File: config.mk
export PLATFORM = sky130hd
export DESIGN_NAME = vrf_wr_decoder_flat
export DESIGN_NICKNAME = d
export VERILOG_FILES = /design/src/rtl/vrf_wr_decoder_pkg.sv /design/src/rtl/vrf_wr_decoder_if.sv /design/src/rtl/vrf_wr_decoder_port_seq.sv /design/src/rtl/vrf_wr_decoder.sv /design/src/flat_wrapper.sv
export SDC_FILE = /design/constraint.sdc
export NUM_CORES = 1
export LEC_CHECK = 0
export CAP_MARGIN = 10
export CORE_MARGIN = 5
export CORE_UTILIZATION = 31
export DETAILED_ROUTE_END_ITERATION = 8
export HOLD_SLACK_MARGIN = 0.08
export SYNTH_ARGS = -nofsm -noshare
export SYNTH_HDL_FRONTEND = slang
export SYNTH_SLANG_ARGS = --single-unit
export TNS_END_PERCENT = 10
File: constraint.sdc
create_clock -name clk -period 4.36 [get_ports clk]
set_input_delay 1.308 -clock clk [delete_from_list [all_inputs] [get_ports clk]]
set_output_delay 1.308 -clock clk [all_outputs]
set_load 0.005 [all_outputs]
File: src/rtl/vrf_wr_decoder_pkg.sv
// Shared types and helpers for the vector register file write decoder.
package vrf_pkg;

  typedef enum logic {IDLE, BURST} fsm_state_e;

  localparam int LMUL_W    = 2;
  localparam int MAX_GROUP = 8;
  localparam int CNT_W     = $clog2(MAX_GROUP);

  // True when addr is a multiple of the group size 2^lmul.
  function automatic logic is_aligned(input logic [31:0] addr, input logic [LMUL_W-1:0] lmul);
    logic [31:0] mask;
    mask = (32'd1 << lmul) - 32'd1;
    return (addr & mask) == 32'd0;
  endfunction

endpackage

File: src/rtl/vrf_wr_decoder_if.sv
// Write-port bundle: one valid/ready beat per port, carrying base register and group size.
interface vrf_wr_decoder_if
  import vrf_pkg::*;
#(
  parameter int NUM_REG   = 32,
  parameter int NUM_PORTS = 2
);
  localparam int AW = $clog2(NUM_REG);

  logic [NUM_PORTS-1:0]             wr_valid;
  logic [NUM_PORTS-1:0]             wr_ready;
  logic [NUM_PORTS-1:0][AW-1:0]     wr_addr;
  logic [NUM_PORTS-1:0][LMUL_W-1:0] wr_lmul;

  modport master (output wr_valid, output wr_addr, output wr_lmul, input  wr_ready);
  modport slave  (input  wr_valid, input  wr_addr, input  wr_lmul, output wr_ready);
endinterface

File: src/rtl/vrf_wr_decoder_port_seq.sv
// Per-port group sequencer: expands a register-group write into single-register beats.
module vrf_wr_port_seq
  import vrf_pkg::*;
#(
  parameter int AW = 5
) (
  input  logic              clk,
  input  logic              rst_n,
  input  logic              i_accept,
  input  logic [AW-1:0]     i_addr,
  input  logic [LMUL_W-1:0] i_lmul,
  output logic [AW-1:0]     o_target,
  output logic              o_drop,
  output logic              o_busy
);

  fsm_state_e        r_state, w_state_nxt;
  logic [AW-1:0]     r_base,  w_base_nxt;
  logic [CNT_W-1:0]  r_cnt,   w_cnt_nxt;
  logic [LMUL_W-1:0] r_lmul,  w_lmul_nxt;
  logic [CNT_W-1:0]  w_last_cnt;

  always_ff @(posedge clk or negedge rst_n) begin
    if (!rst_n) begin
      r_state <= IDLE;
      r_base  <= '0;
      r_cnt   <= '0;
      r_lmul  <= '0;
    end else begin
      r_state <= w_state_nxt;
      r_base  <= w_base_nxt;
      r_cnt   <= w_cnt_nxt;
      r_lmul  <= w_lmul_nxt;
    end
  end

  // Group size is latched on the first beat; later beats ignore i_lmul.
  assign w_last_cnt = CNT_W'((4'd1 << r_lmul) - 4'd1);

  always_comb begin
    w_state_nxt = r_state;
    w_base_nxt  = r_base;
    w_cnt_nxt   = r_cnt;
    w_lmul_nxt  = r_lmul;
    case (r_state)
      IDLE: begin
        if (i_accept && !o_drop && i_lmul != '0) begin
          w_state_nxt = BURST;
          w_base_nxt  = i_addr;
          w_cnt_nxt   = CNT_W'(1);
          w_lmul_nxt  = i_lmul;
        end
      end
      BURST: begin
        if (i_accept) begin
          if (r_cnt == w_last_cnt) begin
            w_state_nxt = IDLE;
            w_cnt_nxt   = '0;
          end else begin
            w_cnt_nxt   = r_cnt + CNT_W'(1);
          end
        end
      end
      default: w_state_nxt = IDLE;
    endcase
  end

  // Base is aligned to the group size, so base + cnt never carries out.
  always_comb begin
    o_busy   = (r_state == BURST);
    o_drop   = (r_state == IDLE) && !is_aligned(32'(i_addr), i_lmul);
    o_target = (r_state == BURST) ? (r_base + AW'(r_cnt)) : i_addr;
  end

endmodule

File: src/rtl/vrf_wr_decoder.sv
// Multi-port VRF write decoder: group sequencing per port, fixed-priority conflict resolution,
// registered per-register write enable and source select.
module vrf_wr_decoder
  import vrf_pkg::*;
#(
  parameter int NUM_REG   = 32,
  parameter int NUM_PORTS = 2,
  localparam int AW = $clog2(NUM_REG),
  localparam int PW = (NUM_PORTS > 1) ? $clog2(NUM_PORTS) : 1
) (
  input  logic                        clk,
  input  logic                        rst_n,
  vrf_wr_decoder_if.slave             wr,
  output logic [NUM_REG-1:0]          reg_wen,
  output logic [NUM_REG-1:0][PW-1:0]  reg_src,
  output logic [NUM_PORTS-1:0]        busy,
  output logic [NUM_PORTS-1:0]        err
);

  logic [NUM_PORTS-1:0][AW-1:0]  w_tgt;
  logic [NUM_PORTS-1:0]          w_drop;
  logic [NUM_PORTS-1:0]          w_ready;
  logic [NUM_PORTS-1:0]          w_acc;
  logic [NUM_REG-1:0]            w_wen_nxt;
  logic [NUM_REG-1:0][PW-1:0]    w_src_nxt;
  logic [NUM_PORTS-1:0]          w_err_nxt;
  logic [NUM_REG-1:0]            r_wen;
  logic [NUM_REG-1:0][PW-1:0]    r_src;
  logic [NUM_PORTS-1:0]          r_err;

  genvar g;
  generate
    for (g = 0; g < NUM_PORTS; g++) begin : g_port
      vrf_wr_port_seq #(.AW(AW)) u_seq (
        .clk      (clk),
        .rst_n    (rst_n),
        .i_accept (w_acc[g]),
        .i_addr   (wr.wr_addr[g]),
        .i_lmul   (wr.wr_lmul[g]),
        .o_target (w_tgt[g]),
        .o_drop   (w_drop[g]),
        .o_busy   (busy[g])
      );
    end
  endgenerate

  // Lowest index wins; dropped (misaligned) beats neither block nor get blocked.
  always_comb begin
    w_ready = '0;
    for (int p = 0; p < NUM_PORTS; p++) begin
      w_ready[p] = wr.wr_valid[p];
      if (!w_drop[p]) begin
        for (int q = 0; q < p; q++) begin
          if (wr.wr_valid[q] && !w_drop[q] && w_tgt[q] == w_tgt[p]) w_ready[p] = 1'b0;
        end
      end
    end
  end

  assign wr.wr_ready = w_ready;
  assign w_acc       = wr.wr_valid & w_ready;

  always_comb begin
    w_wen_nxt = '0;
    w_src_nxt = '0;
    w_err_nxt = '0;
    for (int p = 0; p < NUM_PORTS; p++) begin
      if (w_acc[p] && w_drop[p]) begin
        w_err_nxt[p] = 1'b1;
      end else if (w_acc[p]) begin
        w_wen_nxt[w_tgt[p]] = 1'b1;
        w_src_nxt[w_tgt[p]] = PW'(p);
      end
    end
  end

  always_ff @(posedge clk or negedge rst_n) begin
    if (!rst_n) begin
      r_wen <= '0;
      r_src <= '0;
      r_err <= '0;
    end else begin
      r_wen <= w_wen_nxt;
      r_src <= w_src_nxt;
      r_err <= w_err_nxt;
    end
  end

  assign reg_wen = r_wen;
  assign reg_src = r_src;
  assign err     = r_err;

endmodule

File: src/flat_wrapper.sv
// flat-port wrapper written by rule: the top's interface ports become plain ports
module vrf_wr_decoder_flat import vrf_pkg::*;
#(
  parameter int NUM_REG   = 32,
  parameter int NUM_PORTS = 2,
  localparam int AW = $clog2(NUM_REG),
  localparam int PW = (NUM_PORTS > 1) ? $clog2(NUM_PORTS) : 1
)
  (clk, rst_n, reg_wen, reg_src, busy, err, wr_wr_valid, wr_wr_addr, wr_wr_lmul, wr_wr_ready);
  vrf_wr_decoder_if #(.NUM_REG(NUM_REG), .NUM_PORTS(NUM_PORTS)) wr_i ();
  input  logic clk;
  input  logic rst_n;
  output logic [NUM_REG-1:0] reg_wen;
  output logic [NUM_REG-1:0][PW-1:0] reg_src;
  output logic [NUM_PORTS-1:0] busy;
  output logic [NUM_PORTS-1:0] err;
  input wire logic [$bits(wr_i.wr_valid)-1:0] wr_wr_valid;
  input wire logic [$bits(wr_i.wr_addr)-1:0] wr_wr_addr;
  input wire logic [$bits(wr_i.wr_lmul)-1:0] wr_wr_lmul;
  output wire logic [$bits(wr_i.wr_ready)-1:0] wr_wr_ready;
  assign wr_i.wr_valid = wr_wr_valid;
  assign wr_i.wr_addr = wr_wr_addr;
  assign wr_i.wr_lmul = wr_wr_lmul;
  assign wr_wr_ready = wr_i.wr_ready;
  vrf_wr_decoder #(.NUM_REG(NUM_REG), .NUM_PORTS(NUM_PORTS)) u_core (.clk(clk), .rst_n(rst_n), .wr(wr_i), .reg_wen(reg_wen), .reg_src(reg_src), .busy(busy), .err(err));
endmodule
==> results.tsv <==
stage	metric	value	unit
grt	largest net degree at the start of global routing	89	
worst_setup_path	Critical Path Fanout Max	2	
route	final WL	11600	um
sta	Tmin final	4.29	ns
worst_setup_path	CP endpoint kind	primary output	
pwr	peak supply drop	0.334	mV
layout	Ant. Diodes	0	
sta	final-report hold violation count	0	
pwr	leakage	2.59	nW
grt	Total GRT Usage	14.7	%
route	Starting DRT DRC Count	243	
route	Post-Route M1 WL	5190	um
logic_synthesis	Post-synth top flop	dfrtp_1	
grt	vias in the first global route	3711	
place	dpl cell area	5450	um^2
worst_setup_path	slowest CP cell	or4b_4	
grt	initial antenna violation count	0	
route	Routed wire per std cell	16.0	um
clock_network	clock buffer depth	2	
worst_hold_path	HP Class	reg2reg	
place	routability cong.	0.835	
logic_synthesis	Post-Syn Area	4190	um^2
floorplanning	I/O pins	88	
worst_setup_path	depth of the most critical reg-to-reg path	10	
floorplanning	die width	126	um
clock_network	CTS tree	done	
sta	Slew HR	28.3	%
floorplanning	row cnt	42	
logic_synthesis	Post-Syn Nets	444	
floorplanning	Initial Util	31.7	%
logic_synthesis	Yosys warnings	0	
worst_setup_path	WP data required	3.05	ns
layout	layout cells sized above 1	18.8	%
route	drt pass-1 iters	5	
logic_synthesis	mean post-synth cell area	10.1	um^2
route	DRT antenna net count	0	
layout	Finished Cell Area	5900	um^2
sta	setup_tns	0	ns
route	via count	3604	
sta	final setup fails	0	
clock_network	CTS H-tree lvls	3	
clock_network	CTS root buf	clkbuf_16	
sta	Least-Margin Pin Slew	1.08	ns
worst_setup_path	CP Cell Sequence	dlygate4sd2_1 -> buf_4 -> a21oi_4 -> o221a_4 -> or4b_4 -> o31ai_4 -> inv_2 -> clkbuf_2	
sta	setup ws final	0.0728	ns
clock_network	TritonCTS Sinks	88	
place	I/O Buffers	87	
place	DP Wirelength	8610	um
logic_synthesis	sequential area share after synthesis	52.5	%
route	Via density	4.95	
sta	fin crit share	98.3	%
sta	Slew Viols, Final	0	
sta	f_max	233	MHz
worst_hold_path	WHS Path Cells	1	
worst_setup_path	WP data arrival	2.98	ns
pwr	Cell Pwr Density	704	nW/um^2
worst_setup_path	crit-path max cell delay	0.49	ns
route	drc violations	0	
logic_synthesis	async set-reset flop share out of synthesis	100	%
worst_setup_path	Crit Path Class	in2out	
layout	synth-to-layout area growth	40.9	%
worst_setup_path	CP Launch Type	primary input	
layout	most frequent cells in the layout	dfrtp_1, clkdlybuf4s50_1, nand2_1	
sta	hold slack	0.509	ns
grt	first-pass GRT wire length	19100	um
layout	Nets	575	
route	met3 wire len	708	um
floorplanning	die area	15900	um^2
clock_network	latest clock arrival within the worst-skew pair	0.34	ns
route	top layer in use	met4	
clock_network	CTS Buf Count	9	
floorplanning	Placeable Area	13200	um^2
layout	commonest non-fill, non-tap cell in the layout	dfrtp_1	
place	Place WS	-0.819	ns
logic_synthesis	Mapped Cells	416	
outcome	status	finished clean	
route	routed wl met2	5580	um
grt	Remaining Overflow, GRT	0	
clock_network	clk slew on worst S/H paths	0.07	ns
logic_synthesis	Post-synth EDFFs	0	
logic_synthesis	synth unique cells	54	
logic_synthesis	Seq cells post-synth	88	
job	Max Cap Violations	0	
sta	skew final	0.00951	ns
floorplanning	Die H	126	um
sequential cells by signal, indices dropped and copies added, names as in the netlist:
signal and flops:
u_core.g_port.u_seq.r_base 10, u_core.g_port.u_seq.o_busy 2, u_core.reg_wen 32, u_core.err 2, u_core.g_port.u_seq.r_cnt 6, u_core.g_port.u_seq.r_lmul 4, u_core.reg_src 32
metal layers:
metal	global-route usage, %	vias to the layer above
met5	0	-
met4	4.42	0
met3	4.11	13
met2	24.7	101
met1	18.6	1724
li1	-	1766
per-stage QoR:
stage	cells	util [%]	power, mW
after CTS	727	44.4	4.16
after detailed placement	696	41.2	3.27
final	728	44.6	4.16
after floorplan	416	-	2.38
after global placement	696	41.2	3.22
after global routing	728	44.6	4.44
final timing paths:
check	from	slack, ns	end
max in group asynchronous	rst_n	2.51	u_core.reg_src[16]
worst min-delay path	u_core.g_port[0].u_seq.r_base[0]	0.51	u_core.g_port[0].u_seq.r_base[0]
min in group asynchronous	rst_n	1.17	u_core.reg_src[20]
worst max-delay path	wr_wr_addr[2]	0.07	wr_wr_ready[1]
worst max register to register	u_core.g_port[0].u_seq.r_base[0]	0.94	u_core.reg_wen[7]
worst min register to register	u_core.g_port[0].u_seq.r_base[0]	0.51	u_core.g_port[0].u_seq.r_base[0]
where the power goes:
group	leakage, nW	internal (mW)	switching, mW
clock network	0.145	0.403	0.355
logic	1.26	0.996	1.24
registers	1.19	1.00	0.160
cell type report:
cell class,count,area (um^2)
fill,1242,7340
sequential,88,2200
multi-input combinational,295,1890
timing repair buffer,142,1260
clock buffer,9,225
tap,176,220
clock inverter,7,71.3
inverter,11,41.3
Yosys cell counts, drive strengths merged, types with 8 or more instances:
master,n,share of area [%]
a21oi,14,1.7
buf,15,2.4
dfrtp,88,53
ha,8,2.4
inv,11,0.99
nand2,59,5.3
nand3,14,1.7
nor2,43,3.9
nor3,8,0.96
o21ai,20,2.4
o22ai,23,3.4
worst max-delay path: cells and delay by family:
family | cells | cell delay (ns)
AOI/OAI and AO/OA | 3 | 0.59
and+or+nand+nor | 1 | 0.49
buffers and inverters | 4 | 0.59
cells by family (layout without fill, tap and decap cells):
kind of cell	count (synthesis)	after routing	share of synthesized area, %
compound gates	95	95	15.8
xor+xnor	10	10	2.27
fa+ha+maj	10	10	3.34
buf+inv	33	169	4.00
flops	88	88	52.5
mux	10	10	2.54
simple gates	170	170	19.6
what timing repair did:
action,CTS,global route
resized for setup,32,9
hold buffers,0,0
endpoints found under the setup margin,1,1
setup buffers,15,1
pin swaps,10,4
(Power assumes the default switching activity.)
